[src/rtl/exp_align_scheduler_pkg.sv]
// Shared defaults, FSM state type and shift clamp for exp_align_scheduler.
package exp_align_pkg;

    localparam int unsigned EXP_W_DEF     = 5;
    localparam int unsigned N_TERMS_DEF   = 9;
    localparam int unsigned MAX_SHIFT_DEF = 15;

    typedef enum logic {COLLECT, EMIT} state_t;

    // Caller guarantees max_e >= exp_e, so the difference never wraps.
    function automatic int unsigned sat_shift(input int unsigned max_e,
                                              input int unsigned exp_e,
                                              input int unsigned limit);
        int unsigned diff;
        diff = max_e - exp_e;
        return (diff > limit) ? limit : diff;
    endfunction

endpackage

[src/rtl/exp_align_scheduler_max_tracker.sv]
// Running group maximum: loads on the first accept, compares on the rest.
// Zero exponents are excluded when EXP_ALIGN_ZERO_SKIP_EN is defined.
module exp_max_tracker
    import exp_align_pkg::*;
#(
    parameter int unsigned EXP_W = EXP_W_DEF
) (
    input  logic             clk,
    input  logic             rst,
    input  logic             accept,
    input  logic             first,
    input  logic [EXP_W-1:0] exp_in,
    output logic [EXP_W-1:0] max_r
);

    logic take;

`ifdef EXP_ALIGN_ZERO_SKIP_EN
    assign take = (exp_in != '0);
`else
    assign take = 1'b1;
`endif

    // A zero loaded on first accept acts as "no maximum yet" under zero-skip.
    always_ff @(posedge clk) begin
        if (rst) begin
            max_r <= '0;
        end else if (accept) begin
            if (first) begin
                max_r <= exp_in;
            end else if (take && (exp_in > max_r)) begin
                max_r <= exp_in;
            end
        end
    end

endmodule

[src/rtl/exp_align_scheduler.sv]
// Streaming exponent-alignment scheduler: collect N_TERMS exponents, then emit
// per-term saturated right-shifts in order. Optional: EXP_ALIGN_ZERO_SKIP_EN.
module exp_align_scheduler
    import exp_align_pkg::*;
#(
    parameter int unsigned EXP_W     = EXP_W_DEF,
    parameter int unsigned N_TERMS   = N_TERMS_DEF,
    parameter int unsigned MAX_SHIFT = MAX_SHIFT_DEF,
    parameter int unsigned SHIFT_W   = 5
) (
    input  logic               clk,
    input  logic               rst,
    input  logic               in_valid,
    output logic               in_ready,
    input  logic [EXP_W-1:0]   in_exp,
    output logic               out_valid,
    input  logic               out_ready,
    output logic [SHIFT_W-1:0] out_shift,
    output logic               out_zero,
    output logic               out_last,
    output logic [EXP_W-1:0]   out_exp_max
);

    localparam int unsigned IDX_W = $clog2(N_TERMS);

    state_t             state, state_nxt;
    logic [EXP_W-1:0]   exp_buf [N_TERMS];
    logic [IDX_W-1:0]   wr_idx, rd_idx;
    logic [EXP_W-1:0]   max_r;
    logic [EXP_W-1:0]   rd_exp;
    logic               in_accept, out_accept, wr_last, rd_last, rd_zero;

    assign in_accept  = in_valid & in_ready;
    assign out_accept = out_valid & out_ready;
    assign wr_last    = (wr_idx == IDX_W'(N_TERMS - 1));
    assign rd_last    = (rd_idx == IDX_W'(N_TERMS - 1));

    always_comb begin
        state_nxt = state;
        in_ready  = 1'b0;
        out_valid = 1'b0;
        case (state)
            COLLECT: begin
                in_ready = 1'b1;
                if (in_valid && wr_last) state_nxt = EMIT;
            end
            EMIT: begin
                out_valid = 1'b1;
                if (out_ready && rd_last) state_nxt = COLLECT;
            end
            default: state_nxt = COLLECT;
        endcase
    end

    always_ff @(posedge clk) begin
        if (rst) begin
            state  <= COLLECT;
            wr_idx <= '0;
            rd_idx <= '0;
        end else begin
            state <= state_nxt;
            if (in_accept) wr_idx <= wr_last ? '0 : wr_idx + 1'b1;
            if (out_accept) rd_idx <= rd_last ? '0 : rd_idx + 1'b1;
        end
    end

    always_ff @(posedge clk) begin
        if (in_accept) exp_buf[wr_idx] <= in_exp;
    end

    exp_max_tracker #(.EXP_W(EXP_W)) u_max (
        .clk    (clk),
        .rst    (rst),
        .accept (in_accept),
        .first  (wr_idx == '0),
        .exp_in (in_exp),
        .max_r  (max_r)
    );

`ifdef EXP_ALIGN_ZERO_SKIP_EN
    logic zflag [N_TERMS];

    always_ff @(posedge clk) begin
        if (in_accept) zflag[wr_idx] <= (in_exp == '0);
    end

    assign rd_zero = zflag[rd_idx];
`else
    assign rd_zero = 1'b0;
`endif

    assign rd_exp = exp_buf[rd_idx];

    // Outputs are gated by state so they read zero outside EMIT.
    always_comb begin
        out_shift = '0;
        out_zero  = 1'b0;
        out_last  = 1'b0;
        if (out_valid) begin
            out_zero  = rd_zero;
            out_last  = rd_last;
            out_shift = rd_zero ? SHIFT_W'(MAX_SHIFT)
                                : SHIFT_W'(sat_shift(32'(max_r), 32'(rd_exp), MAX_SHIFT));
        end
    end

    assign out_exp_max = max_r;

endmodule

[config.mk]
export PLATFORM = sky130hd
export DESIGN_NAME = exp_align_scheduler
export DESIGN_NICKNAME = d
export VERILOG_FILES = /design/src/rtl/exp_align_scheduler_pkg.sv /design/src/rtl/exp_align_scheduler_max_tracker.sv /design/src/rtl/exp_align_scheduler.sv
export SDC_FILE = /design/constraint.sdc
export NUM_CORES = 1
export LEC_CHECK = 0
export CORE_UTILIZATION = 45
export CTS_CLUSTER_SIZE = 14
export DETAILED_ROUTE_END_ITERATION = 8
export GPL_TIMING_DRIVEN = 0
export MAX_ROUTING_LAYER = met4
export PLACE_DENSITY_LB_ADDON = 0.3
export SYNTH_ARGS = -nofsm -noshare
export SYNTH_HDL_FRONTEND = slang
export SYNTH_SLANG_ARGS = --single-unit
export TNS_END_PERCENT = 30
[constraint.sdc]
create_clock -name clk -period 4.1 [get_ports clk]
set_clock_uncertainty 0.15 [all_clocks]
set_input_delay 1.23 -clock clk [delete_from_list [all_inputs] [get_ports clk]]
set_output_delay 1.23 -clock clk [all_outputs]
set_load 0.005 [all_outputs]
==> Flow_metrics.wiki, run 1 <==
{| class="wikitable"
! Metric !! Value
|-
| Number of vias per cell after detailed routing || 5.17
|-
| Proportion of synthesized chip area in sequential cells || 0.600
|-
| Hold Crit Depth || 2
|-
| Kind of critical path || register to primary output
|-
| Count of yosys warnings during synthesis || 0
|-
| Total power density per cell area || 380 nW/um^2
|-
| Via count || 1,679
|-
| Unique cell type count in the Yosys netlist || 37
|-
| Overall global routing resource usage || 0.176
|-
| IO Count || 23
|-
| Sequential cell area || 1710 um^2
|-
| Count of pins over their slew limit || 0
|-
| Leakage Power || 1.22 nW
|-
| Number of buffers added by the clock tree synthesis step || 9
|-
| Cell at the root of the clock tree || clkbuf_8
|-
| Placeable core region || about 6000 um^2
|-
| Final global-route overflow total || 0
|-
| Initial DRC count || 73
|-
| Proportion of layout cells with a drive suffix above 1 || 0.224
|-
| End point of the worst hold path || rd_idx[1]
|-
| Pin count of the biggest net entering global routing || 12
|-
| MaxCap Viol Count || 0
|-
| Data required time of the worst path || about 2700 ps
|-
| Antenna violations before repair || 0
|-
| Type of element capturing the critical path || primary output
|-
| Fraction of post-synthesis cell area in the top cell type by area || 0.474
|-
| Post-CTS clock slew at the launch and capture registers of the worst setup and hold paths || 70 ps
|-
| N_diodes || 0
|-
| Total Nets Final || 271
|-
| Highest attainable clock frequency || 224 MHz
|-
| Transition time at the pin with the least slew margin || 804 ps
|-
| Hold Fails Final Rpt || 0
|-
| Cell types with the largest area share after synthesis || edfxtp_1 47%, dfxtp_1 13%, mux4_2 7.9%
|-
| Total iterations of the first detailed-routing run || 4
|-
| Violated checks || setup timing
|-
| Gpl congestion || around 0.8
|-
| Die X || between 80 and 90 um
|-
| Result of the run || finished with violations
|-
| Number of placement rows || 28
|-
| Yosys top cell by area || edfxtp_1
|-
| Hold/Removal Path Class || register to register
|-
| Relative slew margins || 0.462
|-
| Routed wirelength normalized by instance count || 15.5 um
|-
| Final min period || 4460 ps
|-
| Final number of setup-violating endpoints || 4
|-
| Vert. Die Dim || 81.6 um
|-
| Arrival time at the worst endpoint || 3080 ps
|-
| Reg2Reg Launch Point || u_max.max_r[4]
|-
| Cell Area, Synth || 2850 um^2
|-
| Vias in the first global route || 1,627
|-
| Worst R2R End || u_max.max_r[4]
|-
| Max Buffers Root-to-Sink || 2
|-
| Number of standard cells in the layout, taps in and fillers out || 325
|-
| Post-Syn Instances || 208
|-
| First-pass GRT wire length || 8020 um
|-
| CTS sink cnt || between 60 and 70
|-
| Hold Crit Start || rd_idx[1]
|-
| Setup slack, reg-to-reg || 2130 ps
|-
| Clock tree from TritonCTS || yes
|-
| Largest fanout on the critical path || 5
|-
| Flip-flop and latch count after synthesis || between 60 and 70
|-
| Count of buffers inserted at the top-level ports || 20
|-
| Area of the die || approximately 6700 um^2
|-
| Layout-stage area growth over the synthesis result || 19.6%
|-
| Portion of the clock cycle consumed by the worst path in the final layout || 1.09
|-
| Fill cell count || between 500 and 600
|-
| Count of H-tree levels built during CTS || 3
|-
| Worst R2R Path Depth || 7
|-
| Dpl hpwl || 3490 um
|-
| Clock Latency Late Sink || 320 ps
|-
| Sum of routed wire length over all layers || 5040 um
|-
| Starting density of the core || 0.473
|-
| Utilization after layout || 0.566
|-
| Worst setup margin || -363 ps
|-
| Average footprint of a synthesized cell || 13.7 um^2
|-
| Number of DRC violations after detailed routing || 0
|-
| Highest ir drop seen on vdd || between 200 and 300 uV
|-
| Critical Path Start Type || register
|-
| Instance count after placement with tap cells included || 304
|-
| Multi-input gate area || 1080 um^2
|-
| Number of routed nets with antenna violations || 0
|-
| RSZ-0062 raised after global routing || true
|}
## worst max path at each step
stage | slack, ps | start | endpoint | cells after the start
after global placement | -580 | register | out_shift[0] | 11
after floorplan | 220 | register | out_shift[0] | 10
after detailed placement | -580 | register | out_shift[0] | 11
after CTS | -440 | register | out_shift[0] | 12
final | -360 | register | out_shift[1] | 13
after global routing | -480 | register | out_shift[1] | 13
## cell usage after synthesis
library cell   n
nand2_1       10
nor3_1         6
dfxtp_1       18
o21ai_1        1
edfxtp_1      45
o21ai_0        4
a21oi_1       15
clkbuf_1       3
inv_2          1
buf_4          2
a311oi_1       1
o221ai_1       1
mux4_2        10
a31oi_1        1
nor2_1        17
o21a_4         1
mux2i_1       10
nor2b_1        2
and2_4         1
nand3_1        3
xnor2_1        2
nand2b_1       1
nor4b_2        1
clkbuf_2       1
a21oi_4        1
and2_1         8
xor2_1         3
ha_1          16
nor2b_2        1
nor3b_1        1
nand4_1        2
conb_1         1
fa_1           1
nor4b_1        1
inv_1         13
o21a_2         1
buf_6          2
## routing by layer
| layer | part of all wire | global-route usage |
|---|---|---|
| met1 | 0.45 | 0.218 |
| met2 | 0.51 | 0.286 |
| met3 | 0.028 | 0.0400 |
| met4 | 0.0069 | 0.0614 |
| met5 | 0 | - |
## metrics by stage
stage	hold WS [ps]	power, mW	setup slack [ps]	instance area (um^2)	setup TNS (ps)
after global placement	367	0.849	-578	3150	-2290
after CTS	383	1.30	-438	3390	-1490
after floorplan	323	0.805	215	2860	0
after global routing	424	1.35	-476	3410	-1850
final	380	1.30	-363	3410	-1420
after detailed placement	372	0.852	-575	3150	-2250
## cells by family (layout without fill, tap and decap cells)
group                      Yosys count  count (layout)  synth area share
DFF                                 63              63             0.600
and+or+nand+nor                     54              54            0.0970
muxes                               20              20             0.114
xor gates and xnor gates             5               5            0.0154
AOI/OAI and AO/OA                   26              26            0.0575
buffers and inverters               22              63            0.0373
adders and majority gates           17              17            0.0772
other                                1               2           0.00132
## worst max-delay path, cell delays in order (launching register included)
cell       delay [ps]
dfxtp_2           360
bufbuf_16         260
mux4_2            480
mux2i_1           190
o21a_2            180
inv_2              40
fa_2              370
nor2b_2           130
o21ai_2            70
a31oi_1           220
a311oi_2           50
buf_4             170
a21oi_1           110
buf_2             130
## area by class of cell
cell class,count,area share
Buffer,8,0.0169
Clock buffer,10,0.0374
Clock inverter,6,0.0110
Inverter,14,0.0154
Multi-Input combinational cell,124,0.318
Sequential cell,63,0.502
Tap cell,75,0.0275
Timing Repair Buffer,25,0.0712
## cell usage in the layout, fill, tap and decap left out, types with 3 or more instances in the layout
master	instances
nor3_1	6
ha_1	15
and2_1	8
clkdlybuf4s50_1	16
inv_1	13
mux2i_1	9
mux4_2	10
a21oi_1	13
buf_4	6
clkbuf_8	9
edfxtp_1	45
nor2_1	17
dfxtp_1	17
nand2_1	10
clkbuf_1	4
buf_2	4
xor2_1	3
nand3_1	3
## timing repair
| item | in CTS | in global routing |
|---|---|---|
| gates cloned | 1 | 0 |
| resized for setup | 27 | 4 |
| pin swaps | 7 | 3 |
| setup endpoints to repair | 4 | 4 |
| hold buffers | 0 | 0 |
| buffers inserted | 3 | 1 |
## report_power, final
group          internal, mW  leakage, nW  total (mW)  switching [mW]
combinational        0.0734        0.587       0.147          0.0737
sequential            0.698        0.555       0.708         0.00998
clock                 0.216       0.0797       0.440           0.225
total                 0.987         1.22        1.30           0.308
## state kept, by name, summed over array words and instances (netlist names), named ones only
register,flops
u_max.max_r,5
rd_idx,4
exp_buf,45
state,1
wr_idx,4
Note: power is estimated with default switching activity, not from simulation.
==> inputs of run 2 (changes only) <==
REMOVE_ABC_BUFFERS = 1   (was not set)
TNS_END_PERCENT = not set   (was 30)
clock period = 4.25 ns   (was 4.1 ns; I/O delays follow)
==> Flow_metrics.wiki, run 2 (same netlist as run 1, synthesis figures left out) <==
{| class="wikitable"
! Metric !! Value
|-
| Result of the run || finished with violations
|-
| Violated checks || setup timing
|-
| Post-Place Worst Slack || -807 ps (-232 ps)
|-
| Utilization after layout || 0.573 (+0.00727)
|-
| Layout-stage area growth over the synthesis result || 21.1%
|-
| Hold/Removal Path Class || register to register
|-
| Relative slew margins || 0.442 (-0.0206)
|-
| Instance count after placement with tap cells included || 296 (-2.6%)
|-
| Relative contribution of sequential cells to total power || 0.497 (-0.050)
|-
| Final min period || 4520 ps
|-
| Count of pins over their slew limit || 0 (unchanged)
|-
| Count of buffers inserted at the top-level ports || 20 (unchanged)
|-
| Cell Int Power || 1.07 mW (+8.8%)
|-
| Commonest cells after routing, fill and taps aside || 45 x edfxtp_1, 17 x nor2_1, 16 x dfxtp_1, 16 x clkdlybuf4s50_1, 15 x ha_1
|-
| Number of placement rows || 28 (unchanged)
|-
| Cells along the critical path || buf_6, mux4_2, mux2i_1, o21a_2, inv_2, fa_2, nor2b_4, o21ai_2, buf_4, a311oi_2, buf_4, buf_6, a21oi_2, buf_2
|-
| Count of H-tree levels built during CTS || 3 (unchanged)
|-
| Pin count of the biggest net entering global routing || 15 (+3)
|-
| Gpl congestion || 0.808 (+3.1%)
|-
| Cell at the root of the clock tree || clkbuf_8
|-
| MaxCap Viol Count || 0 (unchanged)
|-
| Initial DRC count || 109 (+49%)
|-
| Portion of the clock cycle consumed by the worst path in the final layout || 1.06
|-
| Hold-fix buffer count after cts || 0 (unchanged)
|-
| Switching component of the power || 0.298 mW (-3.3%)
|-
| Most common library cell in the layout ignoring fill and taps || edfxtp_1
|-
| Highest attainable clock frequency || 221 MHz
|-
| Family of cells with the greatest summed delay on the critical path || buffers and inverters
|-
| Via count || 1,672 (-0.42%)
|-
| Vert. Die Dim || 81.6 um (unchanged)
|-
| Final global-route overflow total || 0 (unchanged)
|-
| Arrival time at the worst endpoint || 3090 ps (about the same)
|-
| Dpl hpwl || 3400 um (-2.8%)
|-
| Critical Path Start Type || register
|-
| Leakage Power || 1.25 nW (+2.1%)
|-
| Total iterations of the first detailed-routing run || 7 (+3)
|-
| Number of routed nets with antenna violations || 0 (unchanged)
|-
| Number of buffers added by the clock tree synthesis step || 9 (unchanged)
|-
| Register with the most flip-flops || exp_buf
|-
| Area of the die || 6660 um^2 (unchanged)
|-
| Overall global routing resource usage || 0.181 (+0.00432)
|-
| Sum of routed wire length over all layers || 5060 um (+0.32%)
|-
| Number of standard cells in the layout, taps in and fillers out || 325 (unchanged)
|-
| Kind of critical path || register to primary output
|-
| Final Power || 1.37 mW (+5.9%)
|-
| Peak per-stage delay on the critical path || 490 ps (about the same)
|-
| N_diodes || 0 (unchanged)
|-
| Vias in the first global route || 1,646 (+1.2%)
|-
| RSZ-0062 raised after global routing || true
|-
| CTS sink cnt || 63 (unchanged)
|-
| Starting density of the core || 0.473 (unchanged)
|-
| Transition time at the pin with the least slew margin || 834 ps (+30.8 ps)
|-
| Clock Latency Late Sink || 330 ps (about the same)
|-
| IO Count || 23 (unchanged)
|-
| Routed wirelength normalized by instance count || 15.6 um (+0.32%)
|-
| Largest registers || exp_buf: 45 flops, u_max.max_r: 5 flops
|-
| Max Buffers Root-to-Sink || 2 (unchanged)
|-
| Layout Cell Area excl Fill || 3450 um^2 (+1.3%)
|-
| Number of buffers and inverters on the critical path || 6 (+2)
|-
| Total Nets Final || 271 (unchanged)
|-
| Number of DRC violations after detailed routing || 0 (unchanged)
|-
| Final TNS setup || -866 ps (+556 ps)
|-
| Proportion of layout cells with a drive suffix above 1 || 0.232 (+0.00800)
|-
| Clock tree from TritonCTS || yes
|-
| Number of vias per cell after detailed routing || 5.14 (-0.42%)
|-
| Hold Fails Final Rpt || 0 (unchanged)
|-
| Largest fanout on the critical path || 6 (+1)
|-
| First-pass GRT wire length || 8070 um (+0.61%)
|-
| Total power density per cell area || 397 nW/um^2 (+4.6%)
|-
| Post-CTS clock slew at the launch and capture registers of the worst setup and hold paths || 70 ps (about the same)
|-
| Data required time of the worst path || 2820 ps (+100 ps)
|-
| Portion of total power attributed to combinational logic || 0.109 (-0.005)
|-
| Worst hold slack across all endpoints || 372 ps (-8.08 ps)
|-
| Final number of setup-violating endpoints || 4 (unchanged)
|-
| Type of element capturing the critical path || primary output
|-
| Part of the total power dissipated in the clock network || 0.394 (+0.054)
|-
| Slowest stage cell, crit path || mux4_2
|-
| Number of flip-flops under the largest register name || 45 (unchanged)
|-
| Worst setup margin || -267 ps (+96.1 ps)
|-
| Highest ir drop seen on vdd || 273 uV (+8.7%)
|-
| Die X || 81.6 um (unchanged)
|-
| Placed cell areas || 3100 um^2 (-1.7%)
|-
| Placeable core region || 6030 um^2 (unchanged)
|-
| Switching share of power || 0.217 (-0.0208)
|-
| Antenna violations before repair || 0 (unchanged)
|}
[run 2: changes by cell type in the layout (fill, tap and decap cells not counted), sizes merged]
cell and delta:
buf +5, bufbuf -1, bufinv +2, clkbuf -5
clkinvlp -1
[run 2: power groups by stage]
stage / clock, mW / sequential [mW] / combinational, mW
global route: 0.585 / 0.684 / 0.167
global placement: 0 / 0.696 / 0.119
CTS: 0.553 / 0.683 / 0.139
detailed placement: 0 / 0.697 / 0.122
floorplan: 0 / 0.695 / 0.0787
finish: 0.540 / 0.683 / 0.150
[run 2: cell type report]
type                    instances  area [um^2]
clock buffers                   9          124
repair buffers                 33          293
well taps                      75         93.8
inverters                      14         52.6
multi-input cells             124         1090
fillers                       521         2570
clock inverters                 7         87.6
flip-flops and latches         63         1720
[run 2: worst paths after layout]
kind                            slack (ps)  cells past startpoint       from       endpoint
worst min register to register         370                      2  rd_idx[1]       register
worst min-delay path                   370                      2  rd_idx[1]       register
worst max-delay path                  -270                     14   register   out_shift[0]
worst max register to register        2200                      3      state  exp_buf[8][2]
[run 2: layer usage]
| layer | wire, um | GRT usage | up-vias |
|---|---|---|---|
| met5 | 0 | - | - |
| met4 | 55 | 0.0684 | 0 |
| met3 | 141 | 0.0600 | 5 |
| met2 | 2590 | 0.289 | 22 |
| met1 | 2270 | 0.211 | 814 |
| li1 | - | - | 831 |
[run 2: timing repair]
item / CTS / global route
buffers inserted: 11 / 2
cloned: 0 / 0
resized for setup: 30 / 7
endpoints found under the setup margin: 4 / 4
pin swaps: 8 / 7
[run 2: tightest hold or removal path, cell delays in order (launching register included)]
cell and delay, ps:
dfxtp_1 330, nand2_1 60, a21oi_1 80
==> inputs of run 3 (changes only) <==
SETUP_SLACK_MARGIN = 0.1   (was not set)
==> results of run 3 <==
No change in the layout: final DEF, timing and power equal those of run 2.
